`src/rtl/multicycle_control_fsm.sv`:
```
// multicycle_control_fsm
//   Control sequencer for a shared RV32I multicycle datapath (one ALU, one
//   unified instruction/data memory, one register file). Each instruction
//   walks a 3-5 state sequence. Controls are decoded from the state register,
//   with mem_ready (FETCH, MEMRD, MEMWR) and Zero (BEQ) qualifying the
//   strobes. Memory waits are bounded by a timeout guard.
// Ports
//   clk, rst_n           clock, synchronous active-low reset
//   op                   opcode from the instruction register
//   Zero                 ALU zero flag
//   mem_ready            current memory access has completed
//   mem_req              memory request, held until mem_ready
//   PCWrite, AdrSrc, IRWrite, MemWrite, RegWrite       datapath strobes/selects
//   ResultSrc, ALUSrcA, ALUSrcB, ImmSrc, ALUOp         datapath mux selects
//   instr_done           pulse in the retiring state of an instruction
//   illegal_op           pulse in DECODE for an unsupported opcode
//   mem_timeout          sticky memory timeout flag, cleared only by reset
module multicycle_control_fsm #(
  parameter int MEM_TIMEOUT = 255,
  parameter int TO_W        = 8
) (
  input  logic       clk,
  input  logic       rst_n,
  input  logic [6:0] op,
  input  logic       Zero,
  input  logic       mem_ready,
  output logic       mem_req,
  output logic       PCWrite,
  output logic       AdrSrc,
  output logic       IRWrite,
  output logic       MemWrite,
  output logic       RegWrite,
  output logic [1:0] ResultSrc,
  output logic [1:0] ALUSrcA,
  output logic [1:0] ALUSrcB,
  output logic [1:0] ImmSrc,
  output logic [1:0] ALUOp,
  output logic       instr_done,
  output logic       illegal_op,
  output logic       mem_timeout
);

  localparam logic [6:0] OP_LW  = 7'b0000011;
  localparam logic [6:0] OP_SW  = 7'b0100011;
  localparam logic [6:0] OP_R   = 7'b0110011;
  localparam logic [6:0] OP_I   = 7'b0010011;
  localparam logic [6:0] OP_BEQ = 7'b1100011;
  localparam logic [6:0] OP_JAL = 7'b1101111;

  localparam bit           TO_EN    = (MEM_TIMEOUT != 0);
  localparam logic [TO_W:0] TO_LIMIT = (TO_W+1)'(MEM_TIMEOUT);

  typedef enum logic [3:0] {
    S_FETCH  = 4'd0,
    S_DECODE = 4'd1,
    S_MEMADR = 4'd2,
    S_MEMRD  = 4'd3,
    S_MEMWB  = 4'd4,
    S_MEMWR  = 4'd5,
    S_EXECR  = 4'd6,
    S_EXECI  = 4'd7,
    S_ALUWB  = 4'd8,
    S_BEQ    = 4'd9,
    S_JAL    = 4'd10
  } state_t;

  state_t          state_reg, state_next, fsm_next;
  logic [TO_W-1:0] wait_reg, wait_next;
  logic            timeout_reg, timeout_next;

  // raw per-state controls, before reset gating
  logic req_c, irw_c, mw_c, rw_c, pcu_c, branch_c, done_c, ill_c;
  logic waiting, to_fire;
  logic [TO_W:0] wait_inc;

  always_comb begin
    fsm_next  = state_reg;
    req_c     = 1'b0;
    irw_c     = 1'b0;
    mw_c      = 1'b0;
    rw_c      = 1'b0;
    pcu_c     = 1'b0;
    branch_c  = 1'b0;
    done_c    = 1'b0;
    ill_c     = 1'b0;
    AdrSrc    = 1'b0;
    ResultSrc = 2'b00;
    ALUSrcA   = 2'b00;
    ALUSrcB   = 2'b00;
    ALUOp     = 2'b00;
    case (state_reg)
      S_FETCH: begin
        req_c     = 1'b1;
        ALUSrcB   = 2'b10;
        ResultSrc = 2'b10;
        if (mem_ready) begin
          irw_c    = 1'b1;
          pcu_c    = 1'b1;
          fsm_next = S_DECODE;
        end
      end
      S_DECODE: begin
        ALUSrcA = 2'b01;
        ALUSrcB = 2'b01;
        case (op)
          OP_LW, OP_SW: fsm_next = S_MEMADR;
          OP_R:         fsm_next = S_EXECR;
          OP_I:         fsm_next = S_EXECI;
          OP_BEQ:       fsm_next = S_BEQ;
          OP_JAL:       fsm_next = S_JAL;
          default: begin
            // PC was already advanced in FETCH, so simply move on
            ill_c    = 1'b1;
            fsm_next = S_FETCH;
          end
        endcase
      end
      S_MEMADR: begin
        ALUSrcA  = 2'b10;
        ALUSrcB  = 2'b01;
        fsm_next = (op == OP_SW) ? S_MEMWR : S_MEMRD;
      end
      S_MEMRD: begin
        req_c  = 1'b1;
        AdrSrc = 1'b1;
        if (mem_ready) fsm_next = S_MEMWB;
      end
      S_MEMWB: begin
        ResultSrc = 2'b01;
        rw_c      = 1'b1;
        done_c    = 1'b1;
        fsm_next  = S_FETCH;
      end
      S_MEMWR: begin
        // write strobe held for the whole access, not just the ready cycle
        req_c  = 1'b1;
        AdrSrc = 1'b1;
        mw_c   = 1'b1;
        if (mem_ready) begin
          done_c   = 1'b1;
          fsm_next = S_FETCH;
        end
      end
      S_EXECR: begin
        ALUSrcA  = 2'b10;
        ALUOp    = 2'b10;
        fsm_next = S_ALUWB;
      end
      S_EXECI: begin
        ALUSrcA  = 2'b10;
        ALUSrcB  = 2'b01;
        ALUOp    = 2'b10;
        fsm_next = S_ALUWB;
      end
      S_ALUWB: begin
        rw_c     = 1'b1;
        done_c   = 1'b1;
        fsm_next = S_FETCH;
      end
      S_BEQ: begin
        ALUSrcA  = 2'b10;
        ALUOp    = 2'b01;
        branch_c = 1'b1;
        done_c   = 1'b1;
        fsm_next = S_FETCH;
      end
      S_JAL: begin
        ALUSrcA  = 2'b01;
        ALUSrcB  = 2'b10;
        pcu_c    = 1'b1;
        fsm_next = S_ALUWB;
      end
      default: fsm_next = S_FETCH;
    endcase
  end

  // Wait counter / timeout guard. The timeout fires on the wait cycle whose
  // increment reaches MEM_TIMEOUT; a cycle with mem_ready=1 never counts, so
  // a ready arriving in that same cycle wins.
  always_comb begin
    waiting  = req_c & ~mem_ready;
    wait_inc = {1'b0, wait_reg} + {{TO_W{1'b0}}, 1'b1};
    to_fire  = TO_EN && waiting && (wait_inc >= TO_LIMIT);

    state_next   = to_fire ? S_FETCH : fsm_next;
    timeout_next = timeout_reg | to_fire;

    wait_next = wait_reg;
    if (to_fire || (state_next != state_reg)) begin
      wait_next = '0;
    end else if (waiting) begin
      wait_next = (wait_inc >= TO_LIMIT) ? TO_LIMIT[TO_W-1:0] : wait_inc[TO_W-1:0];
    end
  end

  always_ff @(posedge clk) begin
    if (!rst_n) begin
      state_reg   <= S_FETCH;
      wait_reg    <= '0;
      timeout_reg <= 1'b0;
    end else begin
      state_reg   <= state_next;
      wait_reg    <= wait_next;
      timeout_reg <= timeout_next;
    end
  end

  always_comb begin
    case (op)
      OP_SW:   ImmSrc = 2'b01;
      OP_BEQ:  ImmSrc = 2'b10;
      OP_JAL:  ImmSrc = 2'b11;
      default: ImmSrc = 2'b00;
    endcase
  end

  // Strobes are gated by rst_n so an abort suppresses any write in the
  // very cycle reset is asserted.
  assign mem_req     = req_c & rst_n;
  assign IRWrite     = irw_c & rst_n;
  assign MemWrite    = mw_c & rst_n;
  assign RegWrite    = rw_c & rst_n;
  assign PCWrite     = (pcu_c | (branch_c & Zero)) & rst_n;
  assign instr_done  = done_c & rst_n;
  assign illegal_op  = ill_c & rst_n;
  assign mem_timeout = timeout_reg;

endmodule
```
`config.mk`:
```
export PLATFORM = sky130hd
export DESIGN_NAME = multicycle_control_fsm
export DESIGN_NICKNAME = d
export VERILOG_FILES = /design/src/rtl/multicycle_control_fsm.sv
export SDC_FILE = /design/constraint.sdc
export NUM_CORES = 1
export LEC_CHECK = 0
export ABC_CLOCK_PERIOD_IN_PS = 2200
export CAP_MARGIN = 20
export CORE_MARGIN = 4
export CORE_UTILIZATION = 25
export DETAILED_ROUTE_END_ITERATION = 7
export DONT_BUFFER_PORTS = 1
export GPL_TIMING_DRIVEN = 0
export PLACE_DENSITY_LB_ADDON = 0.1
export SETUP_SLACK_MARGIN = 0.3
export SLEW_MARGIN = 20
export SYNTH_ARGS = -nofsm -noshare
export SYNTH_HDL_FRONTEND = slang
export SYNTH_SLANG_ARGS = --single-unit
```
`constraint.sdc`:
```
create_clock -name clk -period 2.2 [get_ports clk]
set_input_delay 0.44 -clock clk [delete_from_list [all_inputs] [get_ports clk]]
set_output_delay 0.44 -clock clk [all_outputs]
set_load 0.01 [all_outputs]
```
==> qor.txt, run 1 <==
Fin. Hold Viols: 0
Die Span Y: 73.95 um
Synth warn: 0
Initial antenna violation count: 0
Main synth FF type: dfxtp_1
Cts bufs inserted: 3
Gpl congestion: 0.7321
Post-synth EDFFs: 0
Placed cells: 199
First-pass GRT wire length: 5188 um
Most frequent cells after synthesis: 28 x nor2_1, 13 x dfxtp_1, 10 x nand2_1, 8 x nor3_1, 7 x inv_1
Maximum clock path buffer count: 2
R2r setup slk: 0.26 ns
Max reg flops: 8
Worst slack at placement: -0.004695 ns
Synth cell types: 47
Row count: 23
Antenna Nets Post-Route: 0
Initial DRT Pass Iterations: 4
WP depth: 6
Synthesis-stage register bit count: 13
GRT Total Usage: 0.1182
CTS H-tree depth: 1
CORE AREA: 4115 um^2
Layout Cells excl Fill: 211
Worst skew pair latency: 0.25 ns
Cell Pwr Density: 386.1 nW/um^2
Peak supply drop: 0.2962 mV
Worst path top cell family by delay: simple AND/OR/NAND/NOR gates
Die Width: 73.95 um
IO Pins: 30
Worst relative slew slack: 0.6484
Reg clk slew, reported paths: 0.06 ns
Fmax: 516.0 MHz
Post-synth top area share: 0.2394
Vias per Instance: 5.370
Setup TNS: 0 ns
Final setup margin: 0.2620 ns
Vias in the first global route: 1080
Clk sinks: 13
Final Cycle Share: 0.8809
Reg-to-reg endpoint: state_reg[1]$_SDFF_PN0_
Diode count: 0
RSZ-0062 raised after global routing: yes
Worst Path Buf+Inv: 1
Nets@finish: 175
R2R depth: 6
DR DRC count: 0
Status: completed
CTS tree: built
Post-layout util: 0.3658
Syn Inst Count: 149
Critical Path AT: 2.06 ns
WL final: 3279 um
Wire per inst: 15.54 um
Startpoint Class: register
Crit. Startpoint: state_reg[2]$_SDFF_PN0_
Synth top area cells: dfxtp_1 24%, nor2_1 9.7%, nor3_1 3.7%
Sequential share of the synthesized area: 0.2394
Cell area after synthesis: 1087 um^2
CP required: 2.33 ns
Clock Skew: 0.002907 ns
Crit path kind: register to register
Share of cells above drive strength 1: 0.3416
Root Driver: clkbuf_8
Top-count cell post-synth: nor2_1
Max cap viols: 0
CP max-delay cell: or4b_4
Dpl hpwl: 2349 um
Critical path capture point type: register
Actual slew at the worst max-slew pin: 0.5234 ns
Max stage delay on crit path: 0.53 ns
Reg2reg start: state_reg[2]$_SDFF_PN0_
Initial Util: 0.2642
Total global routing overflow: 0
Yosys top cell by area: dfxtp_1
P&R area growth vs syn: 38.43%
Crit path time final: 1.938 ns
Starting DRT DRC Count: 30
Setup violations, final: 0
Syn nets: 162
Cell leakage power: 0.0005165 uW
Die area: 5469 um^2
Crit path max fanout: 7
Setup crit end: state_reg[1]$_SDFF_PN0_
Filler cells: 445
Worst Hold Class: input port to register
Largest net degree at the start of global routing: 11
Via count: 1133
Synth async-reset ratio: 0
IO Port Bufs: 0
Average size of a mapped cell: 7.297 um^2
Cell chain of the critical path: buf_6, or4b_4, a211oi_4, nor3_4, o41ai_4, nor3_1
Fin. max-slew vios: 0
Hold Worst Slack: 0.3081 ns
[how the worst min path moves through the flow]
stage	start	cells past startpoint	slack (ns)	to
2_1_floorplan	wait_reg[0]$_SDFFE_PP0P_	1	0.44	wait_reg[0]$_SDFFE_PP0P_
3_3_place_gp	wait_reg[0]$_SDFFE_PP0P_	1	0.46	wait_reg[0]$_SDFFE_PP0P_
3_5_place_dp	wait_reg[0]$_SDFFE_PP0P_	1	0.47	wait_reg[0]$_SDFFE_PP0P_
4_1_cts	rst_n	2	0.30	state_reg[0]$_SDFF_PN0_
5_1_grt	rst_n	1	0.31	mem_timeout$_SDFF_PN0_
6_report	rst_n	1	0.31	mem_timeout$_SDFF_PN0_
[metal layers]
layer	vias to the layer above	track usage	wire, um	part of all wire
li1	556	-	-	-
met1	538	0.1672	1573	0.48
met2	35	0.1821	1450	0.44
met3	4	0.02162	223	0.068
met4	0	0.03622	32	0.0098
met5	-	0	0	0
[cell families after synthesis]
group | synth area share
AO/OA/AOI/OAI | 0.2083
XOR/XNOR | 0.06444
adder cells (fa/ha/maj) | 0.02301
buffers and inverters | 0.05524
flip-flops | 0.2394
multiplexers | 0.009206
AND/OR/NAND/NOR | 0.4005
[stage by stage]
stage               area (um^2)  total power, uW
detailed placement         1157            329.8
global route               1505            609.5
floorplan                  1095            314.2
CTS                        1434            581.7
global placement           1157            329.7
finish                     1505            581.2
[placed cells by master, fill, tap and decap left out, types with 2 or more instances in the layout]
master     count
nand2_1        9
nand2b_2       2
nand3_1        3
a21oi_1        6
o21a_1         2
clkbuf_8       5
xnor2_1        3
dfxtp_2        3
inv_1          6
and3_1         2
buf_4          9
xor2_1         4
nor3_2         5
nor2_2         2
nand3_2        2
nor4_4         2
nor4_1         2
nor3_1         5
nor2b_1        3
nor2_1        25
nand2b_1       3
and3b_1        2
dfxtp_1       10
clkbuf_16      2
o21ai_0        3
buf_6          2
o21ai_1        3
[repair_timing]
action                                  CTS  global route
gates resized for setup                  36            22
buffers inserted                          7             1
endpoints found under the setup margin   28            23
pin swaps                                13             8
hold buffers                              0             0
[power by group]
group	leakage [uW]	internal (uW)	switching [uW]	total, uW
sequential	0.000107	240	3.74	243
clock	0.0000255	126	99.4	225
combinational	0.000384	44.9	67.9	113
total	0.000517	410	171	581
[final cells by class]
class | instances | area [um^2] | area share
plain buffers | 7 | 107.6 | 0.07149
clock inverters | 1 | 5.005 | 0.003325
clock buffers | 3 | 41.29 | 0.02743
flip-flops and latches | 13 | 264.0 | 0.1754
multi-input cells | 122 | 938.4 | 0.6234
inverters | 7 | 26.28 | 0.01746
well taps | 50 | 62.56 | 0.04156
repair buffers | 8 | 60.06 | 0.03990
No activity file was read; power rests on OpenSTA's default activity.
==> run 2, diff against run 1 <==
Settings changed: CORE_MARGIN 4 to 2.
==> qor.txt, run 2 (synthesis gave the netlist of run 1 again) <==
Worst skew pair latency: 0.24 ns (about the same)
Area post-placement: 1157 um^2 (unchanged)
CP required: 2.31 ns (-0.02 ns)
Status: completed
R2R depth: 6 (unchanged)
Share of cells above drive strength 1: 0.3272 (-0.01445)
Max reg flops: 8 (unchanged)
Crit path kind: register to register
Dpl hpwl: 2166 um (-7.8%)
Critical Path AT: 2.04 ns (-0.02 ns)
Startpoint Class: register
Clk sinks: 13 (unchanged)
Diode count: 0 (unchanged)
Die Span Y: 69.95 um (-5.4%)
Die area: 4893 um^2 (-11%)
Worst Hold Launch: rst_n
RSZ-0062 raised after global routing: yes
Initial Util: 0.2661 (+0.001861)
Setup TNS: 0 ns (unchanged)
Total global routing overflow: 0 (unchanged)
Crit. Startpoint: state_reg[2]$_SDFF_PN0_
CTS tree: built
CTS H-tree depth: 1 (unchanged)
Final Instance Area: 1510 um^2 (+0.33%)
Via count: 1106 (-2.4%)
Peak supply drop: 0.1897 mV (-36%)
Critical path capture point type: register
GRT Total Usage: 0.1256 (+0.007431)
Row count: 23 (unchanged)
Crit path time final: 1.936 ns (-0.002174 ns)
IO Port Bufs: 0 (unchanged)
Fin. max-slew vios: 0 (unchanged)
Reg clk slew, reported paths: 0.06 ns (about the same)
Wire per inst: 14.02 um (-9.8%)
Maximum clock path buffer count: 2 (unchanged)
Vias in the first global route: 1032 (-4.4%)
Vias per Instance: 5.217 (-2.8%)
Fin. Hold Viols: 0 (unchanged)
Filler cells: 436 (-2.0%)
Initial DRT Pass Iterations: 4 (unchanged)
Reg area: 262.8 um^2 (-0.47%)
WL final: 2973 um (-9.3%)
Setup violations, final: 0 (unchanged)
Cell leakage power: 0.0005111 uW (-1.1%)
Gpl congestion: 0.7914 (+8.1%)
Actual slew at the worst max-slew pin: 0.4723 ns (-0.05114 ns)
Nets@finish: 176 (+0.57%)
Fmax: 516.6 MHz (+0.11%)
Most common cell after layout, fill and taps aside: nor2_1
Worst relative slew slack: 0.6827 (+0.03435)
Cts bufs inserted: 3 (unchanged)
Multi-input gate area: 944.7 um^2 (+0.67%)
R2r setup slk: 0.26 ns (about the same)
Setup crit end: state_reg[1]$_SDFF_PN0_
Antenna Nets Post-Route: 0 (unchanged)
IO Pins: 30 (unchanged)
Largest net degree at the start of global routing: 11 (unchanged)
Reg2reg start: state_reg[2]$_SDFF_PN0_
Worst Hold Class: input port to register
Crit path max fanout: 5 (-2)
Initial antenna violation count: 0 (unchanged)
Max cap viols: 0 (unchanged)
Reg-to-reg endpoint: state_reg[1]$_SDFF_PN0_
Cell Pwr Density: 383.5 nW/um^2 (-0.67%)
Starting DRT DRC Count: 34 (+13%)
DR DRC count: 0 (unchanged)
Clock Skew: 0.004183 ns (+0.001276 ns)
Final Cycle Share: 0.8799 (-0.0009882)
Commonest non-fill, non-tap cells in the layout: 23 x nor2_1, 11 x dfxtp_1, 10 x nand2_1
Die Width: 69.95 um (-5.4%)
Root Driver: clkbuf_8
CORE AREA: 4086 um^2 (-0.70%)
P&R area growth vs syn: 38.90%
First-pass GRT wire length: 5071 um (-2.3%)
==> run 2: changes by cell type in the layout (fill, tap and decap cells not counted), sizes merged <==
cell    change
clkinv      -1
buf         +2
==> run 2: where the power goes <==
part | leakage, uW | internal [uW] | switching [uW] | total (uW)
combinational | 0.000382 | 50.4 | 70.4 | 121
sequential | 0.000106 | 240 | 3.68 | 243
clock | 0.0000228 | 128 | 87.2 | 215
==> run 2: stage by stage <==
| stage | hold WS (ns) | utilization | worst slack, ns | power [uW] | std cells |
|---|---|---|---|---|---|
| floorplan | 0.4415 | - | 0.2908 | 314.2 | 149 |
| global placement | 0.4603 | 0.2832 | 0.02222 | 329.7 | 199 |
| detailed placement | 0.4678 | 0.2832 | 0.04548 | 329.6 | 199 |
| CTS | 0.3128 | 0.3503 | 0.2803 | 576.2 | 211 |
| global route | 0.3114 | 0.3696 | 0.1785 | 608.4 | 212 |
| finish | 0.3144 | 0.3696 | 0.2642 | 579.2 | 212 |
==> run 2: worst max-delay path, cell delays in order, from the launching register on <==
cell and delay (ns):
dfxtp_1 0.30, buf_6 0.12, or4b_4 0.52, a211oi_4 0.27, nor3_4 0.11, o41ai_4 0.38, nor3_1 0.10
==> run 2: repair_timing <==
item                       4_1_cts  5_1_grt
pin swaps                       12       10
hold buffers                     0        0
hold endpoints to repair         0        0
resized for setup               38       17
buffers inserted                 8        1
setup endpoints to repair       28       19
==> run 2: how the worst min path moves through the flow <==
| stage | end | slack, ns | cells past startpoint |
|---|---|---|---|
| 2_1_floorplan | wait_reg[0]$_SDFFE_PP0P_ | 0.44 | 1 |
| 3_3_place_gp | wait_reg[0]$_SDFFE_PP0P_ | 0.46 | 1 |
| 3_5_place_dp | wait_reg[0]$_SDFFE_PP0P_ | 0.47 | 1 |
| 4_1_cts | mem_timeout$_SDFF_PN0_ | 0.31 | 1 |
| 5_1_grt | mem_timeout$_SDFF_PN0_ | 0.31 | 1 |
| 6_report | mem_timeout$_SDFF_PN0_ | 0.31 | 1 |
==> run 2: per-layer routing <==
layer  up-vias  GRT usage  wire length, um  part of all wire
met5         -          0                0                 0
met4         0    0.03205               17            0.0057
met3         2    0.02309              160             0.054
met2        25     0.1757             1313              0.44
met1       516     0.1944             1481              0.50
li1        563          -                -                 -
==> run 2: layout make-up <==
cell class,count,area share
clock buffer,4,0.02983
buffer,7,0.06462
timing repair buffer,9,0.04722
tap,50,0.04142
multi-input combinational,122,0.6255
sequential,13,0.1740
inverter,7,0.01740
